[config.mk]
export PLATFORM = sky130hd
export DESIGN_NAME = hs_rsp_fis_rx_flat
export DESIGN_NICKNAME = d
export VERILOG_FILES = /design/src/rtl/hs_rsp_fis_rx_pkg.sv /design/src/rtl/hs_rsp_fis_rx_if.sv /design/src/rtl/hs_rsp_fis_rx.sv /design/src/flat_wrapper.sv
export SDC_FILE = /design/constraint.sdc
export NUM_CORES = 1
export LEC_CHECK = 0
export BUFFER_PORTS_ARGS = -buffer_cell sky130_fd_sc_hd__buf_2
export CAP_MARGIN = 20
export CORE_ASPECT_RATIO = 0.9
export CORE_MARGIN = 2
export CORE_UTILIZATION = 45
export DETAILED_ROUTE_END_ITERATION = 16
export MAX_ROUTING_LAYER = met4
export PLACE_DENSITY = 0.73
export SYNTH_ARGS = -nofsm -noshare
export SYNTH_HDL_FRONTEND = slang
export SYNTH_SLANG_ARGS = --single-unit
[constraint.sdc]
create_clock -name sys_clk -period 4 [get_ports sys_clk]
set_clock_uncertainty 0.2 [all_clocks]
set_input_delay 0.4 -clock sys_clk [delete_from_list [all_inputs] [get_ports sys_clk]]
set_output_delay 0.4 -clock sys_clk [all_outputs]
set_load 0.03 [all_outputs]
[src/rtl/hs_rsp_fis_rx_pkg.sv]
// Shared definitions for the D2H response FIS receiver: FIS type codes,
// their exact dword lengths, and parser state encodings.
package hs_rsp_fis_rx_pkg;

  localparam logic [7:0] FIS_D2H = 8'h34;
  localparam logic [7:0] FIS_PIO = 8'h5F;
  localparam logic [7:0] FIS_SDB = 8'hA1;

  localparam logic [2:0] LEN_D2H = 3'd5;
  localparam logic [2:0] LEN_PIO = 3'd5;
  localparam logic [2:0] LEN_SDB = 3'd2;

  typedef enum logic [2:0] {
    S_IDLE,
    S_BODY,
    S_DROP,
    S_DONE,
    S_WAIT_ACK
  } state_e;

  // Zero length marks a FIS type this block does not deliver to the host.
  function automatic logic [2:0] fis_len(input logic [7:0] fis_type);
    case (fis_type)
      FIS_D2H: fis_len = LEN_D2H;
      FIS_PIO: fis_len = LEN_PIO;
      FIS_SDB: fis_len = LEN_SDB;
      default: fis_len = 3'd0;
    endcase
  endfunction

endpackage

[src/rtl/hs_rsp_fis_rx_if.sv]
// Transport receive stream carrying FIS dwords into the response parser.
interface hs_rsp_fis_rx_if;
  logic [31:0] rx_data;
  logic        rx_valid;
  logic        rx_sof;
  logic        rx_eof;
  logic        rx_crc_err;
  logic        rx_ready;

  modport master (output rx_data, rx_valid, rx_sof, rx_eof, rx_crc_err, input rx_ready);
  modport slave  (input rx_data, rx_valid, rx_sof, rx_eof, rx_crc_err, output rx_ready);
endinterface

[src/rtl/hs_rsp_fis_rx.sv]
// Parses D2H FISes from the receive stream into the response buffer; signals
// completion of clean responses and holds off new ones until the host acks.
module hs_rsp_fis_rx
  import hs_rsp_fis_rx_pkg::*;
#(
  parameter logic [4:0] C_RSP_BASE = 5'd0,
  parameter int         C_CNT_W    = 8
) (
  input  logic               sys_clk,
  input  logic               sys_rst,
  hs_rsp_fis_rx_if.slave     rx,
  input  logic               rsp_ack,
  output logic               rsp_we,
  output logic [4:0]         rsp_waddr,
  output logic [31:0]        rsp_wdata,
  output logic               rsp_done,
  output logic               rsp_pend,
  output logic [C_CNT_W-1:0] drop_cnt
);

  state_e     state;
  logic [2:0] cnt;
  logic [2:0] len;

  logic       xfer;
  logic [2:0] hdr_len;
  logic       hdr_ok;
  logic       start_drop;
  logic       last;

  assign rx.rx_ready = (state == S_IDLE) || (state == S_BODY) || (state == S_DROP);
  assign xfer        = rx.rx_valid && rx.rx_ready;
  assign hdr_len     = fis_len(rx.rx_data[7:0]);
  assign hdr_ok      = (hdr_len != 3'd0);
  // A header dword that is also eof completes only for a clean 1-dword type.
  assign start_drop  = rx.rx_eof && !(hdr_ok && hdr_len == 3'd1 && !rx.rx_crc_err);
  assign last        = (3'(cnt + 3'd1) == len);

  function automatic logic [C_CNT_W-1:0] sat_add(input logic [C_CNT_W-1:0] c,
                                                  input logic [1:0] n);
    logic [C_CNT_W:0] s;
    s = {1'b0, c} + (C_CNT_W + 1)'(n);
    sat_add = s[C_CNT_W] ? '1 : s[C_CNT_W-1:0];
  endfunction

  always_ff @(posedge sys_clk) begin
    if (sys_rst) begin
      state     <= S_IDLE;
      cnt       <= 3'd0;
      len       <= 3'd0;
      rsp_we    <= 1'b0;
      rsp_waddr <= C_RSP_BASE;
      rsp_wdata <= 32'd0;
      rsp_done  <= 1'b0;
      rsp_pend  <= 1'b0;
      drop_cnt  <= '0;
    end else begin
      rsp_we   <= 1'b0;
      rsp_done <= 1'b0;
      case (state)
        S_IDLE, S_BODY: begin
          if (xfer && rx.rx_sof) begin
            // sof inside BODY aborts the current FIS and reparses this dword.
            drop_cnt <= sat_add(drop_cnt, {1'b0, state == S_BODY} + {1'b0, start_drop});
            if (hdr_ok) begin
              rsp_we    <= 1'b1;
              rsp_waddr <= C_RSP_BASE;
              rsp_wdata <= rx.rx_data;
              cnt       <= 3'd1;
              len       <= hdr_len;
            end
            if (!rx.rx_eof) state <= hdr_ok ? S_BODY : S_DROP;
            else            state <= start_drop ? S_IDLE : S_DONE;
          end else if (xfer && state == S_BODY) begin
            rsp_we    <= 1'b1;
            rsp_waddr <= C_RSP_BASE + {2'b00, cnt};
            rsp_wdata <= rx.rx_data;
            cnt       <= cnt + 3'd1;
            if (rx.rx_eof) begin
              if (last && !rx.rx_crc_err) begin
                state <= S_DONE;
              end else begin
                drop_cnt <= sat_add(drop_cnt, 2'd1);
                state    <= S_IDLE;
              end
            end else if (last) begin
              state <= S_DROP;
            end
          end
        end
        S_DROP: begin
          if (xfer && rx.rx_eof) begin
            drop_cnt <= sat_add(drop_cnt, 2'd1);
            state    <= S_IDLE;
          end
        end
        S_DONE: begin
          rsp_done <= 1'b1;
          rsp_pend <= 1'b1;
          state    <= S_WAIT_ACK;
        end
        S_WAIT_ACK: begin
          if (rsp_ack) begin
            rsp_pend <= 1'b0;
            state    <= S_IDLE;
          end
        end
        default: state <= S_IDLE;
      endcase
    end
  end

endmodule

[src/flat_wrapper.sv]
// flat-port wrapper written by rule: the top's interface ports become plain ports
module hs_rsp_fis_rx_flat import hs_rsp_fis_rx_pkg::*;
#(
  parameter logic [4:0] C_RSP_BASE = 5'd0,
  parameter int         C_CNT_W    = 8
)
  (sys_clk, sys_rst, rsp_ack, rsp_we, rsp_waddr, rsp_wdata, rsp_done, rsp_pend, drop_cnt, rx_rx_data, rx_rx_valid, rx_rx_sof, rx_rx_eof, rx_rx_crc_err, rx_rx_ready);
  hs_rsp_fis_rx_if rx_i ();
  input  logic sys_clk;
  input  logic sys_rst;
  input  logic rsp_ack;
  output logic rsp_we;
  output logic [4:0] rsp_waddr;
  output logic [31:0] rsp_wdata;
  output logic rsp_done;
  output logic rsp_pend;
  output logic [C_CNT_W-1:0] drop_cnt;
  input wire logic [$bits(rx_i.rx_data)-1:0] rx_rx_data;
  input wire logic [$bits(rx_i.rx_valid)-1:0] rx_rx_valid;
  input wire logic [$bits(rx_i.rx_sof)-1:0] rx_rx_sof;
  input wire logic [$bits(rx_i.rx_eof)-1:0] rx_rx_eof;
  input wire logic [$bits(rx_i.rx_crc_err)-1:0] rx_rx_crc_err;
  output wire logic [$bits(rx_i.rx_ready)-1:0] rx_rx_ready;
  assign rx_i.rx_data = rx_rx_data;
  assign rx_i.rx_valid = rx_rx_valid;
  assign rx_i.rx_sof = rx_rx_sof;
  assign rx_i.rx_eof = rx_rx_eof;
  assign rx_i.rx_crc_err = rx_rx_crc_err;
  assign rx_rx_ready = rx_i.rx_ready;
  hs_rsp_fis_rx #(.C_RSP_BASE(C_RSP_BASE), .C_CNT_W(C_CNT_W)) u_core (.sys_clk(sys_clk), .sys_rst(sys_rst), .rx(rx_i), .rsp_ack(rsp_ack), .rsp_we(rsp_we), .rsp_waddr(rsp_waddr), .rsp_wdata(rsp_wdata), .rsp_done(rsp_done), .rsp_pend(rsp_pend), .drop_cnt(drop_cnt));
endmodule
* After elaboration in Yosys (flattened, before gate mapping)
Cells that the tools add are included.
Operators by class: bitwise logic cells 1, eq/ne operators 16, muxes and demuxes 35, add/subtract/negate cells 4, reductions and logical operators 25
Operator list (count):
- 2-to-1 mux 32 bit | 3
- 2-to-1 mux 8 bit | 7
- 2-to-1 mux 3 bit | 10
- one-hot mux 8 bit (2 select lines) | 1
- 2-to-1 mux 5 bit | 3
- one-hot mux 3 bit (4 select lines) | 1
- adder 8 x 1 -> 9 bit (second input constant) | 1
- adder 8 x 2 -> 9 bit | 1
- equality test 8 x 6 -> 1 bit (second input constant) | 1
- equality test 8 x 7 -> 1 bit (second input constant) | 1
- equality test 8 bit (second input constant) | 1
- logical AND 1 bit | 8
- equality test 3 x 1 -> 1 bit (second input constant) | 2
- equality test 3 x 2 -> 1 bit (second input constant) | 2
- 2-to-1 mux 2 bit | 3
- != test 3 x 2 -> 1 bit (second input constant) | 2
- one-hot mux 3 bit (2 select lines) | 1
- AND reduction 3 bit | 2
- nonzero test 2 bit | 3
- OR reduction 2 bit | 3
- 2-to-1 mux 1 bit | 5
- AND reduction 5 bit | 1
- != test 2 bit (second input constant) | 2
- != test 4 x 2 -> 1 bit (second input constant) | 1
- 14 further kinds | 16
Word-level totals: word-level logic and storage cells 90, flip-flop bits (word level) 57

* Logic depth before layout (Yosys ltp)
Gate-level depths: netlist of run 1.
word-level depth 13, depth in mapped cells 9, gate-level depth less buffers 8

* Worst setup path before layout of run 1
Ideal clock, no wire load.
path kind reg-to-reg, start register u_core.state[2], end register u_core.drop_cnt[7], data arrival time 1.955 ns, buffers on the path 1, cell stages (with the launch flop) 10, library setup time 0.135 ns, period minus slack after synthesis 2.290 ns, slack 1.710 ns, data required time 3.665 ns, cell sequence dfxtp_1 -> buf_2 -> nor2_1 -> and2_1 -> fa_1 -> ha_1 -> nand3_1 -> a32oi_1 -> o311ai_0 -> o41ai_1
On the way: cells in the longest elaborated chain, start to end 7
RTL lines:
- start, declared | line hs_rsp_fis_rx.sv:21 | state_e state;
- start signal, assigned | line hs_rsp_fis_rx.sv:72 | if (!rx.rx_eof) state <= hdr_ok ? S_BODY : S_DROP;
- start signal, assigned | line hs_rsp_fis_rx.sv:73 | else state <= start_drop ? S_IDLE : S_DONE;
- branches (longest 7 deep; another with adder 8 x 2 -> 9 bit)
- end signal, assigned | line hs_rsp_fis_rx.sv:64 | drop_cnt <= sat_add(drop_cnt, {1'b0, state == S_BODY} + {1'b0, start_drop});
- end signal, assigned | line hs_rsp_fis_rx.sv:83 | drop_cnt <= sat_add(drop_cnt, 2'd1);
- end signal, assigned | line hs_rsp_fis_rx.sv:93 | drop_cnt <= sat_add(drop_cnt, 2'd1);
- end, declared | line hs_rsp_fis_rx.sv:18 | output logic [C_CNT_W-1:0] drop_cnt
Several ways; the timed one is not identified. A chain may end at the register's enable or synchronous reset.

* Final worst setup path of run 1
start register u_core.state[1], end register u_core.drop_cnt[7]
Same word-level chain as after synthesis.

==> impl.org, run 1 <==
** Status
- The run finished, with violations left.
- Violated checks :: design-rule violations

** Timing
- Slew at the pin with the worst max-slew slack :: ~0.63 ns
- Summed over all failing endpoints, the final setup total negative slack is 0 ns.
- The clock period could shrink to 2.63 ns.
- Setup violations remaining at the end of the flow were counted as 0.
- Maximum clock rate :: 380 MHz
- Final Cycle Share :: between 60% and 70%
- The total count of max-transition violations in the final report was 0.
- The number of hold violations in the final report is 0.
- Unrepaired setup endpoints after global routing :: no
- Worst-case headroom to the max-slew limit :: a little under 60%

** Layout
- The layout has 535 filler cells.
- Share of cells above drive strength 1 :: 31.0%
- Layout-stage area growth over the synthesis result :: 18.8%
- The library cell used most frequently in the layout, excluding fill and tap cells, is sky130_fd_sc_hd__buf_2.
- Antenna diodes :: 0
- Leading cell types in the layout, fill and taps excluded :: 85 x sky130_fd_sc_hd__buf_2, 54 x sky130_fd_sc_hd__dfxtp_1, 33 x sky130_fd_sc_hd__nor4b_1, 27 x sky130_fd_sc_hd__a31o_1, 19 x sky130_fd_sc_hd__nand2_1
- Post-layout net count :: 398

** Power and ir drop
- Sw frac :: 23.9%
- The share of total power dissipated in sequential elements is 53.7%.
- In this run the power spent charging and discharging nets is 244 uW.
- The design draws 1.02 mW.
- PwrDens :: roughly 320 mW/mm2
- In this run, the combinational gates consume 9.4% of the power.
- Leakage power :: about 1.4 nW
- Clock group share of total power :: a little under two fifths
- Worst voltage drop across the vdd grid :: 0.210 mV
- The internal power of the cells totals 779 uW.

** Global routing
- Largest net degree at the start of global routing :: 53
- The number of global-route vias before repair came to 2251.
- In the global route stage, overall resource usage came out at 20.0%.
- Global routing finished with a remaining overflow of 0.
- The first global-routing pass estimated 10600 um of wire.
- The number of antenna violations at the first check in global routing is 0.

** Drt
- After detailed routing, the number of remaining DRC violations is 5.
- Vias per cell :: 5.89
- Vias after detailed routing :: 2504
- Post-DR wirelength/cell :: 15.5 um
- The first routing iteration left 210 violations.
- The pre-antenna-repair detailed-routing pass consisted of 12 iterations.
- For this block, the routed nets add up to around 6600 um of wire.
- Post-route antenna net violation count :: 0

** Yosys
- Part of the Yosys area used for sequential elements :: 39.8%
- Among all flip-flop cells after synthesis, the most frequent one is sky130_fd_sc_hd__dfxtp_1.
- Synthesis produced ~290 cells.
- In the synthesized netlist the async set-or-reset flop fraction comes to 0%.
- Number of synthesized register bits :: 54
- Summing every instance area after synthesis gives approximately 0.0027 mm2.
- Synthesized area per cell :: 9.43 um2
- Number of synthesis warnings :: 0
- Post-synthesis cell type count :: 59
- Yosys mapped a number of flops with a built-in enable equal to 0.

** Clock network
- Buffers inserted by post-CTS timing repair :: 0
- Total CTS buffers :: 5
- The cell sitting at the root of the clock tree is a sky130_fd_sc_hd__clkbuf_8.
- After clock tree synthesis, the clock-pin slew on the worst setup and hold paths is about 0.10 ns.
- CTS built an H-tree with a depth of 2.
- # hold bufs at CTS :: 0
- Worst-skew pair later-pin latency :: 0.31 ns
- Number of sinks on the clock net :: 54
- TritonCTS built the clock tree.
- Largest buffer count on any clock path :: 2
- The number of gates resized after CTS was 0.

** Die
- Die Y :: roughly 78 um
- I/O pin count :: about 90
- The initialized floorplan defines 26 standard-cell rows.
- Measured along the x axis, the die boundary spans 85.9 um.
- Total die area :: approximately 0.0067 mm2
- Placeable core region :: 0.00576 mm2
- Effective utilization at floorplan :: 47.2%

** Setup path
- STA puts the critical path data required time at between 3 and 4 ns.
- Of all nets on the critical path, the largest fanout is 14.
- For the worst setup path, the data arrival time is 2.63 ns.
- Nature of the critical path startpoint :: register
- Worst Setup End Kind :: register
- The worst setup path is of the register to register kind.

** Placed design
- Port Buffers :: 85
- Detailed Place HPWL :: 4380 um
- The congestion estimate from routability-driven global placement came to 0.896.

** Min path
- Type of the tightest min-delay check :: primary input to register

** Run
- Max capacitance violation total :: 0
[cell usage after synthesis, drive strengths merged, types with 3 or more instances]
master   n  area, um2
a211o    3       26.3
a211oi   4       35.0
a21oi   14       81.3
a31o    32        280
a31oi    4       25.0
a32oi    3       26.3
and3     5       31.3
buf     17        110
clkbuf  14       52.6
dfxtp   54       1080
ha       3       37.5
inv      3       11.3
mux2i    3       30.0
nand2   19       71.3
nand3    6       30.0
nand3b   4       30.0
nor2    13       48.8
nor3     5       25.0
nor4b   33        289
nor4bb   3       30.0
o211ai   3       22.5
o21ai    4       20.0
[sequential cells by signal, indices dropped and copies added, names as in the netlist, 2 cells and up]
name	count
u_core.cnt	3
u_core.rsp_wdata	32
u_core.len	2
u_core.drop_cnt	8
u_core.rsp_waddr	3
u_core.state	3
[power groups by stage]
stage | combinational, mW | sequential (mW) | clock (mW)
final | 0.0958 | 0.550 | 0.377
after global routing | 0.107 | 0.551 | 0.404
after CTS | 0.0958 | 0.550 | 0.385
after detailed placement | 0.0955 | 0.562 | 0
after global placement | 0.0949 | 0.562 | 0
after floorplan | 0.0539 | 0.568 | 0
[per-layer routing]
metal	global-route usage, %	vias up	share of wire (%)	wire (um)
li1	-	1235	-	-
met1	25.1	1188	45	2960
met2	32.9	74	49	3200
met3	3.94	7	5.2	345
met4	4.92	0	1.1	71
met5	-	-	0	0
[area by class of cell]
| type | count | area [um2] | share of cell area [%] |
|---|---|---|---|
| Tap cell | 70 | 87.6 | 2.72 |
| Multi-Input combinational cell | 201 | 1470 | 45.6 |
| Sequential cell | 54 | 1080 | 33.5 |
| Clock buffer | 6 | 82.6 | 2.56 |
| Timing Repair Buffer | 90 | 463 | 14.4 |
| Inverter | 3 | 11.3 | 0.349 |
| Clock inverter | 1 | 30.0 | 0.931 |
[critical path: stages (launching register included)]
cell	delay (ns)
sky130_fd_sc_hd__dfxtp_1	0.58
sky130_fd_sc_hd__nor2_1	0.13
sky130_fd_sc_hd__and2_1	0.20
sky130_fd_sc_hd__fa_1	0.43
sky130_fd_sc_hd__ha_1	0.24
sky130_fd_sc_hd__nand3_1	0.16
sky130_fd_sc_hd__a32oi_1	0.14
sky130_fd_sc_hd__o311ai_0	0.31
sky130_fd_sc_hd__o41ai_1	0.13
[per-stage QoR]
step                setup slack (ns)  util, %  hold slack, ns  cell area, um2  instances
finish                          1.37     56.0           0.105            3220        425
global route                    1.19     56.0          0.0961            3220        425
CTS                             1.38     56.0           0.100            3220        425
detailed placement              1.34     54.0           0.269            3110        418
global placement                1.38     54.0           0.258            3110        418
floorplan                       1.71        -           0.245            2720        289
[worst paths after layout]
kind | start | to | slack, ns | cells past startpoint
max reg2reg | u_core.state[1] | u_core.drop_cnt[7] | 1.37 | 8
min reg2reg | u_core.len[0] | u_core.len[0] | 0.28 | 2
max | u_core.state[1] | u_core.drop_cnt[7] | 1.37 | 8
min | rx_rx_data[22] | u_core.rsp_wdata[22] | 0.10 | 2
[cell families (layout without fill, tap and decap cells)]
| group | count (synthesis) | in the layout | synth area share, % |
|---|---|---|---|
| AND/OR/NAND/NOR | 107 | 107 | 25.9 |
| AO/OA/AOI/OAI | 82 | 82 | 23.6 |
| flip-flops | 54 | 54 | 39.8 |
| buffers and inverters | 34 | 100 | 6.41 |
| adder cells (fa/ha/maj) | 4 | 4 | 2.12 |
| XOR/XNOR | 3 | 3 | 0.968 |
| multiplexers | 3 | 3 | 1.11 |
| other | 1 | 2 | 0.138 |
No activity file was read; power rests on OpenSTA's default activity.
==> inputs of run 2 (changes only) <==
ABC_AREA = 1   (was default)
PLACE_DENSITY = 0.72   (was 0.73)
clock period = 2.47 ns   (was 4 ns; I/O delays follow)
==> run 2 against run 1 <==
Compared with the run above:
- the flow now finishes without violations
- final area rose by 19%
- combinational power increased to 16 times the previous value
- synthesized area increased by 10%
- sequential share of layout area is 5.3 points lower
- hold slack worse by 0.029 ns
- synthesized cell count up 49%
- global-route usage increased by 0.53 points
- clock power rose by 45%
- critical endpoint is now u_core.rsp_wdata[11]
- largest power group is now combinational cells
==> impl.org, run 2 <==
** Placed design
- Detailed Place HPWL :: 4800 um (+9.7%)
- Placement Setup Slack :: 0.248 ns (-1.10 ns)
- Port Buffers :: 85 (unchanged)
- The last weighted congestion value of the routability-driven placer was 0.898 (+0.25%).
- Post-placement cell count :: 592 (+42%)
- The placed cell area came to 0.00340 mm2 (+9.4%).

** Clock network
- The number of CTS-inserted buffers is 5 (unchanged).
- The post-CTS setup-driven buffer insertion count is 0 (unchanged).
- The number of clock sinks seen by CTS is 54 (unchanged).
- The root buffer cell chosen for the clock tree is sky130_fd_sc_hd__clkbuf_8.
- CTS clock-pin slew for the worst setup and hold paths :: 0.11 ns (about the same)
- TritonCTS clock tree :: done
- The clock latency on the worst-skew pair is 0.32 ns (about the same).
- The number of buffers between clock root and the deepest sink was 2 (unchanged).
- CTS H-tree lvls :: 2 (unchanged)

** Layout
- The utilization of the core after routing came to 58.9% (+2.9 points).
- Antenna diodes :: 0 (unchanged)
- The final non-filler cell total is 633 (+49%).
- Layout-stage area growth over the synthesis result :: 28.1%
- Counting flops per register, the top entry is u_core.rsp_wdata.
- Post-layout net count :: 585 (+47%)
- Flip-flop count of the largest register, all copies and words added :: 32 (unchanged)
- Share of cells above drive strength 1 :: 25.6% (-5.4 points)
- Design Area, Final :: 0.00383 mm2 (+19%)
- Most frequent standard cell in the layout excluding fill and tap cells :: sky130_fd_sc_hd__nand2_1
- The largest registers in the layout are u_core.rsp_wdata x32, u_core.drop_cnt x8.
- Leading cell types in the layout, fill and taps excluded :: 164 x sky130_fd_sc_hd__nand2_1, 85 x sky130_fd_sc_hd__buf_2, 54 x sky130_fd_sc_hd__dfxtp_1, 43 x sky130_fd_sc_hd__nor2_1, 38 x sky130_fd_sc_hd__nand3_1

** Timing
- Subtracting the final worst setup slack from the clock period gives 2.29 ns.
- Unrepaired setup endpoints after global routing :: no
- Total Negative Setup Slacks :: 0 ns (unchanged)
- Worst hold margin :: 0.0754 ns (-0.0291 ns)
- The setup slack of the critical path after layout came to 0.180 ns (-1.19 ns).
- Of the available clock period, the critical path in the final layout requires approximately 93%.
- The number of hold violations in the final report came to 0 (unchanged).
- The count of final setup violators was 0 (unchanged).
- Max-slew violations :: 0 (unchanged)
- For this run, the top clock speed supported by timing is 437 MHz.

** Drt
- The total length of routed wires is 7410 um (+13%).
- The number of iterations in the first detailed-routing pass came to 4 (-8).
- The via density per instance was 4.75 (-19%).
- DRC violations left :: 0 (-5)
- The first-iteration detailed-routing DRC count came to 162 (-23%).
- Vias after detailed routing :: 3006 (+20%)
- Post-DR wirelength/cell :: 11.7 um (-24%)
- The number of nets with antenna violations after routing was 0 (unchanged).

** Setup path
- Worst Setup End Kind :: register
- Data arrival, critical path :: 2.37 ns (-0.26 ns)
- The cell that appears most often on the critical path is sky130_fd_sc_hd__nand2_1.
- The required time of the worst setup path is 2.55 ns (-1.44 ns).
- The highest net fanout along the worst path is 25 (+11).
- The sum of buffers and inverters on the critical path came to 3 (+3).
- The setup path with the least slack is of type primary input to register.
- Largest stage delay on the critical path :: 0.55 ns (-0.03 ns)
- The setup slack on the worst flop-to-flop path came to 0.23 ns (-1.14 ns).
- Crit-path slowest cell :: sky130_fd_sc_hd__dlygate4sd3_1
- Family of cells with the greatest summed delay on the critical path :: simple AND/OR/NAND/NOR gates
- The worst setup path is launched from a primary input.
- The signal on the critical path passes through dlygate4sd3_1 > buf_2 > inv_1 > nand2_1 > nor2_1 > nand2_1 > nand3_1 > nand3_4 > nand2_4 > nor2_4 > nand2_1 > nand2_1.

** Yosys
- Leading area contributor after synthesis :: sky130_fd_sc_hd__dfxtp_1
- The register bit total from synthesis was 54 (unchanged).
- Share of async-settable or async-resettable flops after synthesis :: 0% (unchanged)
- Synthesized area per cell :: 6.96 um2 (-26%)
- Commonest cells post-synth :: 164 x sky130_fd_sc_hd__nand2_1, 54 x sky130_fd_sc_hd__dfxtp_1, 43 x sky130_fd_sc_hd__nor2_1
- The number of distinct library cells after synthesis was 33 (-44%).
- Share of the synthesized area in the top cell type :: 36.1% (-3.7 points)
- sky130_fd_sc_hd__nand2_1 is the most common cell in the netlist.
- Post-synthesis instance area :: 0.00299 mm2 (+10%)
- The instance count of the mapped netlist was 430 (+49%).
- Ys flop type :: sky130_fd_sc_hd__dfxtp_1
- Largest cells by area after synthesis :: sky130_fd_sc_hd__dfxtp_1 36%, sky130_fd_sc_hd__nand2_1 21%, sky130_fd_sc_hd__nand3_2 7.7%, sky130_fd_sc_hd__nand3_1 6.4%, sky130_fd_sc_hd__nor2_1 5.4%
- Number of flops mapped to enable cells by yosys :: 0 (unchanged)
- Part of the Yosys area used for sequential elements :: 36.1% (-3.7 points)
- Number of synthesis warnings :: 0 (unchanged)

** Power and ir drop
- PwrDens :: 845 mW/mm2 (+170%)
- Worst voltage drop across the vdd grid :: 0.551 mV (+160%)
- The sum of internal, switching and leakage power was 3.24 mW (+220%).
- The static power due to leakage was 2.01 nW (+46%).

** Status
- Outcome :: complete, no violations

** Global routing
- The maximum number of pins on one net before global-route repair is 37 (-30%).
- Via count of the first global-routing pass :: 2636 (+17%)
- The overall global routing resource usage came to 20.5% (+0.53 points).
- Global route total overflow :: 0 (unchanged)
- The global-route wire length before repair came to 11900 um (+12%).
- Antenna violations before repair :: 0 (unchanged)

** Min path
- The path class of the tightest hold or removal check is primary input to register.

** Die
- The horizontal extent of the die is 90.0 um (+4.8%).
- Die Y :: 81.4 um (+4.7%)
- Effective utilization at floorplan :: 45.9% (-1.2 points)
- I/O pin count :: 88 (unchanged)
- The die outline area came to 0.00732 mm2 (+9.7%).
- The row count was 28 (+7.7%).
- Placeable core region :: 0.00652 mm2 (+13%)

** Run
- Max capacitance violation total :: 0 (unchanged)
==> run 2: changes by cell type after synthesis, sizes merged, moves of 31 or more <==
cell	delta
nor4b	-33
inv	+37
nor2	+34
a31o	-31
nand2	+150
nand3	+56
==> run 2: report_power, final <==
part,internal [mW],switching (mW)
logic,0.515,1.01
registers,1.01,0.166
clock network,0.232,0.314
==> run 2: final cells by class <==
cell class / instances / area, um2
Fill cell: 606 / 2680
Multi-Input combinational cell: 317 / 1590
Sequential cell: 54 / 1080
Timing Repair Buffer: 123 / 791
Inverter: 41 / 159
Tap cell: 90 / 113
Clock buffer: 6 / 82.6
Clock inverter: 2 / 16.3
==> run 2: final timing paths <==
check / to / depth (start not counted) / startpoint
worst max-delay path: u_core.rsp_wdata[11] / 12 / rx_rx_data[7]
worst min-delay path: u_core.len[1] / 2 / sys_rst
worst max register to register: u_core.drop_cnt[2] / 12 / u_core.state[0]
worst min register to register: u_core.rsp_wdata[3] / 2 / u_core.rsp_wdata[3]
==> run 2: kinds of logic after synthesis <==
group                    count (synthesis)  share of synthesized area (%)
XOR/XNOR                                 6                           1.76
buffers and inverters                   61                           11.2
other                                    1                          0.125
adder cells (fa/ha/maj)                  4                           1.92
AND/OR/NAND/NOR                        284                           45.1
flip-flops                              54                           36.1
AO/OA/AOI/OAI                           20                           3.85
==> run 2: per-layer routing <==
metal	track usage [%]	vias up	share of wire, %
met4	6.46	0	1.6
li1	-	1554	-
met1	25.1	1337	45
met3	4.82	14	5.8
met5	-	-	0
met2	34.1	101	48
==> run 2: what timing repair did <==
action	CTS	global route
setup endpoints to repair	0	2
hold buffers	32	0
resized for setup	0	0
endpoints found under the hold margin	32	0
